File: config.mk
export PLATFORM = sky130hd
export DESIGN_NAME = pe_ws_db
export DESIGN_NICKNAME = d
export VERILOG_FILES = /design/src/rtl/pe_ws_db.sv
export SDC_FILE = /design/constraint.sdc
export NUM_CORES = 1
export LEC_CHECK = 0
export CORE_UTILIZATION = 56
export DETAILED_ROUTE_END_ITERATION = 8
export PLACE_DENSITY = 0.85
export RECOVER_POWER = 50
export SETUP_SLACK_MARGIN = 0.15
export SLEW_MARGIN = 20
export SYNTH_ARGS = -nofsm -noshare
export SYNTH_HDL_FRONTEND = slang
export SYNTH_SLANG_ARGS = --single-unit
File: constraint.sdc
create_clock -name clk -period 8.5 [get_ports clk]
set_clock_uncertainty 0.05 [all_clocks]
set_input_delay 0.85 -clock clk [delete_from_list [all_inputs] [get_ports clk]]
set_output_delay 0.85 -clock clk [all_outputs]
set_load 0.01 [all_outputs]
File: src/rtl/pe_ws_db.sv
// pe_ws_db: weight-stationary MAC processing element with a double-buffered (shadow/active) weight.
// Define PE_PSUM_SAT_EN to saturate the accumulate; otherwise it wraps modulo 2^PSUM_W.
module pe_ws_db #(
  parameter int ACT_W  = 8,
  parameter int WGT_W  = 8,
  parameter int PSUM_W = 32,
  parameter int CNT_W  = 16
) (
  input  logic              clk,
  input  logic              rst_n,
  input  logic              w_load,
  input  logic [WGT_W-1:0]  w_in,
  input  logic              w_swap,
  input  logic [ACT_W-1:0]  act_in,
  input  logic              act_valid_in,
  input  logic [PSUM_W-1:0] psum_in,
  output logic [ACT_W-1:0]  act_out,
  output logic              act_valid_out,
  output logic [PSUM_W-1:0] psum_out,
  output logic              w_active_vld,
  output logic [CNT_W-1:0]  mac_cnt
);
  localparam int PW = ACT_W + WGT_W;
  typedef enum logic [1:0] {EMPTY, SH_ONLY, ACT, ACT_SH} state_t;
  state_t            r_state;
  logic [WGT_W-1:0]  r_wgt, r_sh;
  logic [ACT_W-1:0]  r_act;
  logic              r_vld;
  logic [PSUM_W-1:0] r_psum;
  logic [CNT_W-1:0]  r_cnt;
  logic              w_has_act, w_has_sh, w_swap_eff, w_mac, w_act_nxt, w_sh_nxt;
  logic [PW-1:0]     w_prod;
  logic [PSUM_W-1:0] w_acc;
  assign w_has_act  = (r_state == ACT) || (r_state == ACT_SH);
  assign w_has_sh   = (r_state == SH_ONLY) || (r_state == ACT_SH);
  assign w_swap_eff = w_swap && w_has_sh;
  assign w_mac      = act_valid_in && w_has_act;
  assign w_act_nxt  = w_has_act || w_swap_eff;
  assign w_sh_nxt   = w_load || (w_has_sh && !w_swap_eff);
  // Both operands sign-extended to the full product width, so the low PW bits are the signed product.
  assign w_prod = {{WGT_W{act_in[ACT_W-1]}}, act_in} * {{ACT_W{r_wgt[WGT_W-1]}}, r_wgt};
`ifdef PE_PSUM_SAT_EN
  logic [PSUM_W:0] w_sum;
  assign w_sum = {{(PSUM_W+1-PW){w_prod[PW-1]}}, w_prod} + {psum_in[PSUM_W-1], psum_in};
  assign w_acc = (w_sum[PSUM_W] == w_sum[PSUM_W-1]) ? w_sum[PSUM_W-1:0]
               : {w_sum[PSUM_W], {(PSUM_W-1){~w_sum[PSUM_W]}}};
`else
  assign w_acc = {{(PSUM_W-PW){w_prod[PW-1]}}, w_prod} + psum_in;
`endif
  always_ff @(posedge clk)
    if (!rst_n) begin
      r_state <= EMPTY;
      r_wgt   <= '0;
      r_sh    <= '0;
      r_act   <= '0;
      r_vld   <= 1'b0;
      r_psum  <= '0;
      r_cnt   <= '0;
    end else begin
      r_state <= w_act_nxt ? (w_sh_nxt ? ACT_SH : ACT) : (w_sh_nxt ? SH_ONLY : EMPTY);
      if (w_swap_eff) r_wgt <= r_sh;
      if (w_load) r_sh <= w_in;
      if (act_valid_in) r_act <= act_in;
      if (act_valid_in) r_psum <= w_has_act ? w_acc : psum_in;
      r_vld <= act_valid_in;
      if (w_swap_eff) r_cnt <= '0;
      else if (w_mac && r_cnt != '1) r_cnt <= r_cnt + CNT_W'(1);
    end
  assign act_out       = r_act;
  assign act_valid_out = r_vld;
  assign psum_out      = r_psum;
  assign w_active_vld  = w_has_act;
  assign mac_cnt       = r_cnt;
endmodule

After elaboration in Yosys (flattened, before gate mapping)
Index checks and enable logic that the tools add are counted. W data, S select, Z words.

Memory bits (writable): 0. Memories kept: 0. Flip-flop bits (word level): 75. Bits in latches: 0. Output and inout bits: 58. Logic and storage cells: 29. Bits in read-only memories: 0.

Add/subtract/negate cells: 2. Eq/ne operators: 4. Shift-type cells: 0. Magnitude comparators: 0. Bitwise gates (word level): 1. Div/mod/pow operators: 0. Reduce and logical (&&, ||, !) cells: 10. Multiply operators: 1. Muxes and demuxes: 4.

Operators by type and width (count): $add A32 B32 Y32 (1); $mux W32 (1); $add A16 B1 Y16 const B (1); $mul A8 B8 Y16 (1); $ne A16 B16 Y1 const B (1); $eq A2 B2 Y1 const B (2); $logic_and A1 B1 Y1 (4); $logic_or A1 B1 Y1 (4); $eq A2 B1 Y1 const B (1); $mux W1 (2); $mux W2 (1); $reduce_or A2 Y1 (1); $logic_not A1 Y1 (1); $not A1 Y1 (1).

Depth between registers and ports, before layout
Word-level depth: 8. Mapped depth: 29. Depth with buffers taken out: 29.

Worst setup path after synthesis
OpenSTA, ideal clock, no wires.

Path kind: input -> register. Start point: input port act_in[7]. End point: register r_psum[29], in the netlist psum_out[29]. Stages: 25. Path buffers: 1. Arrival time: 6.891 ns. Slack: 1.435 ns. Library setup time: 0.124 ns. Path through: and2_1 fa_1 inv_1 fa_1 inv_1 fa_1 inv_1 fa_1 inv_1 ha_1 or3_1 o21ai_0 a21oi_2 or4_4 and3_2 ha_1 clkbuf_1 a21o_1 a221oi_1 o21ai_0 a221o_1 o21a_1 o41ai_2 xor2_1 o21ai_0.

Cells in the longest elaborated chain, start to end: 3.

RTL lines: from (decl) (line 14) `input logic [ACT_W-1:0] act_in,`; $mul A8 B8 Y16 (line 41) `assign w_prod = {{WGT_W{act_in[ACT_W-1]}}, act_in} * {{ACT_W{r_wgt[WGT_W-1]}}, r_wgt};`; $add A32 B32 Y32 (line 48) `assign w_acc = {{(PSUM_W-PW){w_prod[PW-1]}}, w_prod} + psum_in;`; $mux W32 (line 64) `if (act_valid_in) r_psum <= w_has_act ? w_acc : psum_in;`; to (signal assigned) (line 64); to (decl) (line 29) `logic [PSUM_W-1:0] r_psum;`.

Every way passes these cells. A chain may end at the register's enable or synchronous reset.

Worst setup path after layout
Same ends and word-level chain as after synthesis.

==> summary.txt <==
Run status: finished, violations left
Violated checks: capacitance limit, slew limit
Most used standard cells in the synthesized netlist: inv_1, dfxtp_1, nor2_1
Setup violations, final: 0
Capturing element type of the critical path: flop
Met2 Routed Length: 7760 µm
Overall overflow remaining after global route: 0
Biggest fanout along the worst timing path: 16
WL/cell: 14.9 µm
Die area: 0.0133 mm²
Fraction of layout instances using a drive strength above 1: 0.0359
Layout Utilization: 0.709
Filler cell count: 943
HPWL reported at the end of detailed placement: 12800 µm
CP Class: in -> reg
Crit share post-route: 0.916
WL met1: 7520 µm
Slew margin rel.: -0.400
Synthesized net count: 1015
Largest voltage drop on the vdd net: 0.122 mV
Chip width: 115 µm
Leakage dissipation: 4.07 nW
Number of cells produced by synthesis: 845
Number of gates resized after CTS: 0
Hold Buf Count CTS: 0
Detailed router's first-iteration violation count: 416
Count of buffers from port buffering: 110
Arrival time worst endpoint: 7.97 ns
Sum of routed wire length over all layers: 16600 µm
Post-detailed-route DRC marker count: 0
Initial antenna violation count: 0
Yosys warnings: 0
Unrepaired setup endpoints after global routing: no
Setup bufs post-CTS: 0
Number of buffers on the longest clock path: 2
Via count of the first global-routing pass: 5958
Total count of hold-check failures in the final report: 0
Antenna-violating nets left: 0
Vias after detailed routing: 6235
GRT Overall Usage: 0.269
Sequential element share of the synthesized area: 0.209
Source-to-sink clock delay at the later pin of the worst-skew pair: 0.34 ns
Initial Utilization: 0.586
Setup TNS Final: 0 ns
Sum of met3 wire segment lengths after detailed routing: 969 µm
Largest net degree at the start of global routing: 70
Worst Hold Class: reg -> reg
Area of the mapped netlist: 0.00718 mm²
Root buffer selected by CTS: clkbuf_16
Highest routing layer actually used: met4
Power per Cell Area: 114 mW/mm²
Final weighted congestion in routability-driven placement: 0.926
Clock tree from TritonCTS: yes
Router iterations before antenna repair: 5
Count of standard-cell rows: 40
Number of antenna cells inserted: 0
Number of synthesized flops with an enable pin: 0
CTS H-tree lvls: 3
Highest achievable clock rate: 128 MHz
Via/cell ratio: 5.60
Clock buffers created by TritonCTS: 9
Growth of design area from synthesis to finish: 21.1%
# clock sinks: 75
Share of the synthesized area in the top cell type: 0.209
Synthesized flop and latch total: 75
Worst Tran Pin Value: 2.10 ns
First-pass GRT wire length: 28000 µm
Kind of start point of the critical path: input pin
Die Span Y: 115 µm
Worst EP required: 8.68 ns
Clock transition at the registers of the reported paths: 0.07 ns
Max-cap violations: 1
Top_reg_cell synth: dfxtp_1
Library cell occupying the most area in the post-synthesis netlist: dfxtp_1
Core Box Area: 0.0123 mm²
Count of cell types in the netlist: 60
Top cells by area in the synthesized netlist: dfxtp_1, fa_1, ha_1
Post-layout nets: 1111
Number of ports placed on the die boundary: 111
Synthesized area per cell: 8.50 µm²
Tmin final: 7.79 ns
Top-count cell post-synth: inv_1
Max Slew Vio Count: 42
FFs w/ async S/R, synth: 0
-- cell usage in the layout (no fill, tap or decap), types with 4 or more instances in the layout --
cell type	count
inv_1	102
dfxtp_1	75
nor2_1	68
ha_1	61
a21oi_1	59
dlygate4sd3_1	58
fa_1	56
nand2_1	53
clkdlybuf4s50_1	51
and2_1	48
o21ai_0	42
mux2i_1	37
xnor2_1	31
xor2_1	22
nor2b_1	16
a21o_1	13
and3_1	13
a211oi_1	10
nand3_1	10
a31oi_1	10
clkbuf_16	9
nor3_1	7
nand4_1	7
o21bai_1	5
or3_1	5
o21a_1	5
nand2b_1	4
a211o_1	4
o31ai_1	4
o211ai_1	4
-- per-stage QoR --
| step | cells | power [W] | instance area [µm²] | setup slack (ns) | hold WS [ns] |
|---|---|---|---|---|---|
| 2_1_floorplan | 845 | 0.000529 | 7180 | 1.44 | 0.381 |
| 3_3_place_gp | 1098 | 0.000615 | 8400 | 0.526 | 0.391 |
| 3_5_place_dp | 1098 | 0.000620 | 8400 | 0.379 | 0.396 |
| 4_1_cts | 1114 | 0.00100 | 8700 | 0.741 | 0.405 |
| 5_1_grt | 1114 | 0.00104 | 8690 | 0.206 | 0.423 |
| 6_report | 1114 | 0.000989 | 8690 | 0.713 | 0.402 |
-- cell families after synthesis --
kind of cell               Yosys count  share of synthesized area
AOI/OAI and AO/OA                  186                      0.169
adders and majority gates          117                      0.262
buffers and inverters              130                     0.0685
and+or+nand+nor                    246                      0.173
xor gates and xnor gates            53                     0.0646
DFF                                 75                      0.209
muxes                               38                     0.0531
-- where the power goes --
| part | total, W | switching, W | internal, W | leakage (nW) |
|---|---|---|---|---|
| sequential | 0.000380 | 0.0000108 | 0.000370 | 0.616 |
| combinational | 0.000229 | 0.000123 | 0.000107 | 3.32 |
| clock | 0.000379 | 0.000161 | 0.000218 | 0.141 |
| total | 0.000989 | 0.000295 | 0.000694 | 4.07 |
-- metal layers --
layer | GRT usage | up-vias
met5 | 0 | -
met4 | 0.0935 | 0
met3 | 0.0511 | 25
met2 | 0.435 | 193
met1 | 0.359 | 2942
li1 | - | 3075
-- worst max-delay path: stages --
cell	delay [ns]
clkdlybuf4s50_1	0.54
and2_1	0.25
fa_1	0.62
inv_1	0.15
fa_1	0.56
inv_1	0.05
fa_1	0.53
inv_1	0.05
fa_1	0.52
inv_1	0.04
ha_1	0.32
or3_1	0.34
o21ai_0	0.10
a21oi_2	0.07
a221oi_1	0.39
and3_2	0.50
ha_1	0.36
a21o_1	0.23
a221oi_1	0.29
o21ai_0	0.15
a221o_1	0.34
o21a_1	0.21
o41ai_2	0.25
xor2_1	0.16
o21ai_0	0.08
-- flip-flops by register name, indices dropped and copies added, names as in the netlist --
| name | flops |
|---|---|
| act_out | 8 |
| act_valid_out | 1 |
| r_sh | 8 |
| mac_cnt | 16 |
| r_state | 2 |
| r_wgt | 8 |
| psum_out | 32 |
-- area by class of cell --
| cell class | count | area, µm² | share of cell area |
|---|---|---|---|
| Sequential cell | 75 | 1500 | 0.173 |
| Tap cell | 168 | 210 | 0.0242 |
| Clock inverter | 5 | 43.8 | 0.00504 |
| Inverter | 102 | 383 | 0.0440 |
| Clock buffer | 11 | 253 | 0.0291 |
| Multi-Input combinational cell | 640 | 5190 | 0.597 |
| Timing Repair Buffer | 113 | 1110 | 0.128 |
-- worst paths after layout --
check / startpoint / end / slack (ns) / cells past startpoint
setup reg to reg: r_wgt[2] / psum_out[29] / 1.36 / 25
hold / removal: r_sh[4] / r_wgt[4] / 0.40 / 2
hold reg to reg: r_sh[4] / r_wgt[4] / 0.40 / 2
setup / recovery: act_in[7] / psum_out[29] / 0.71 / 25
Note: power is estimated with default switching activity, not from simulation.
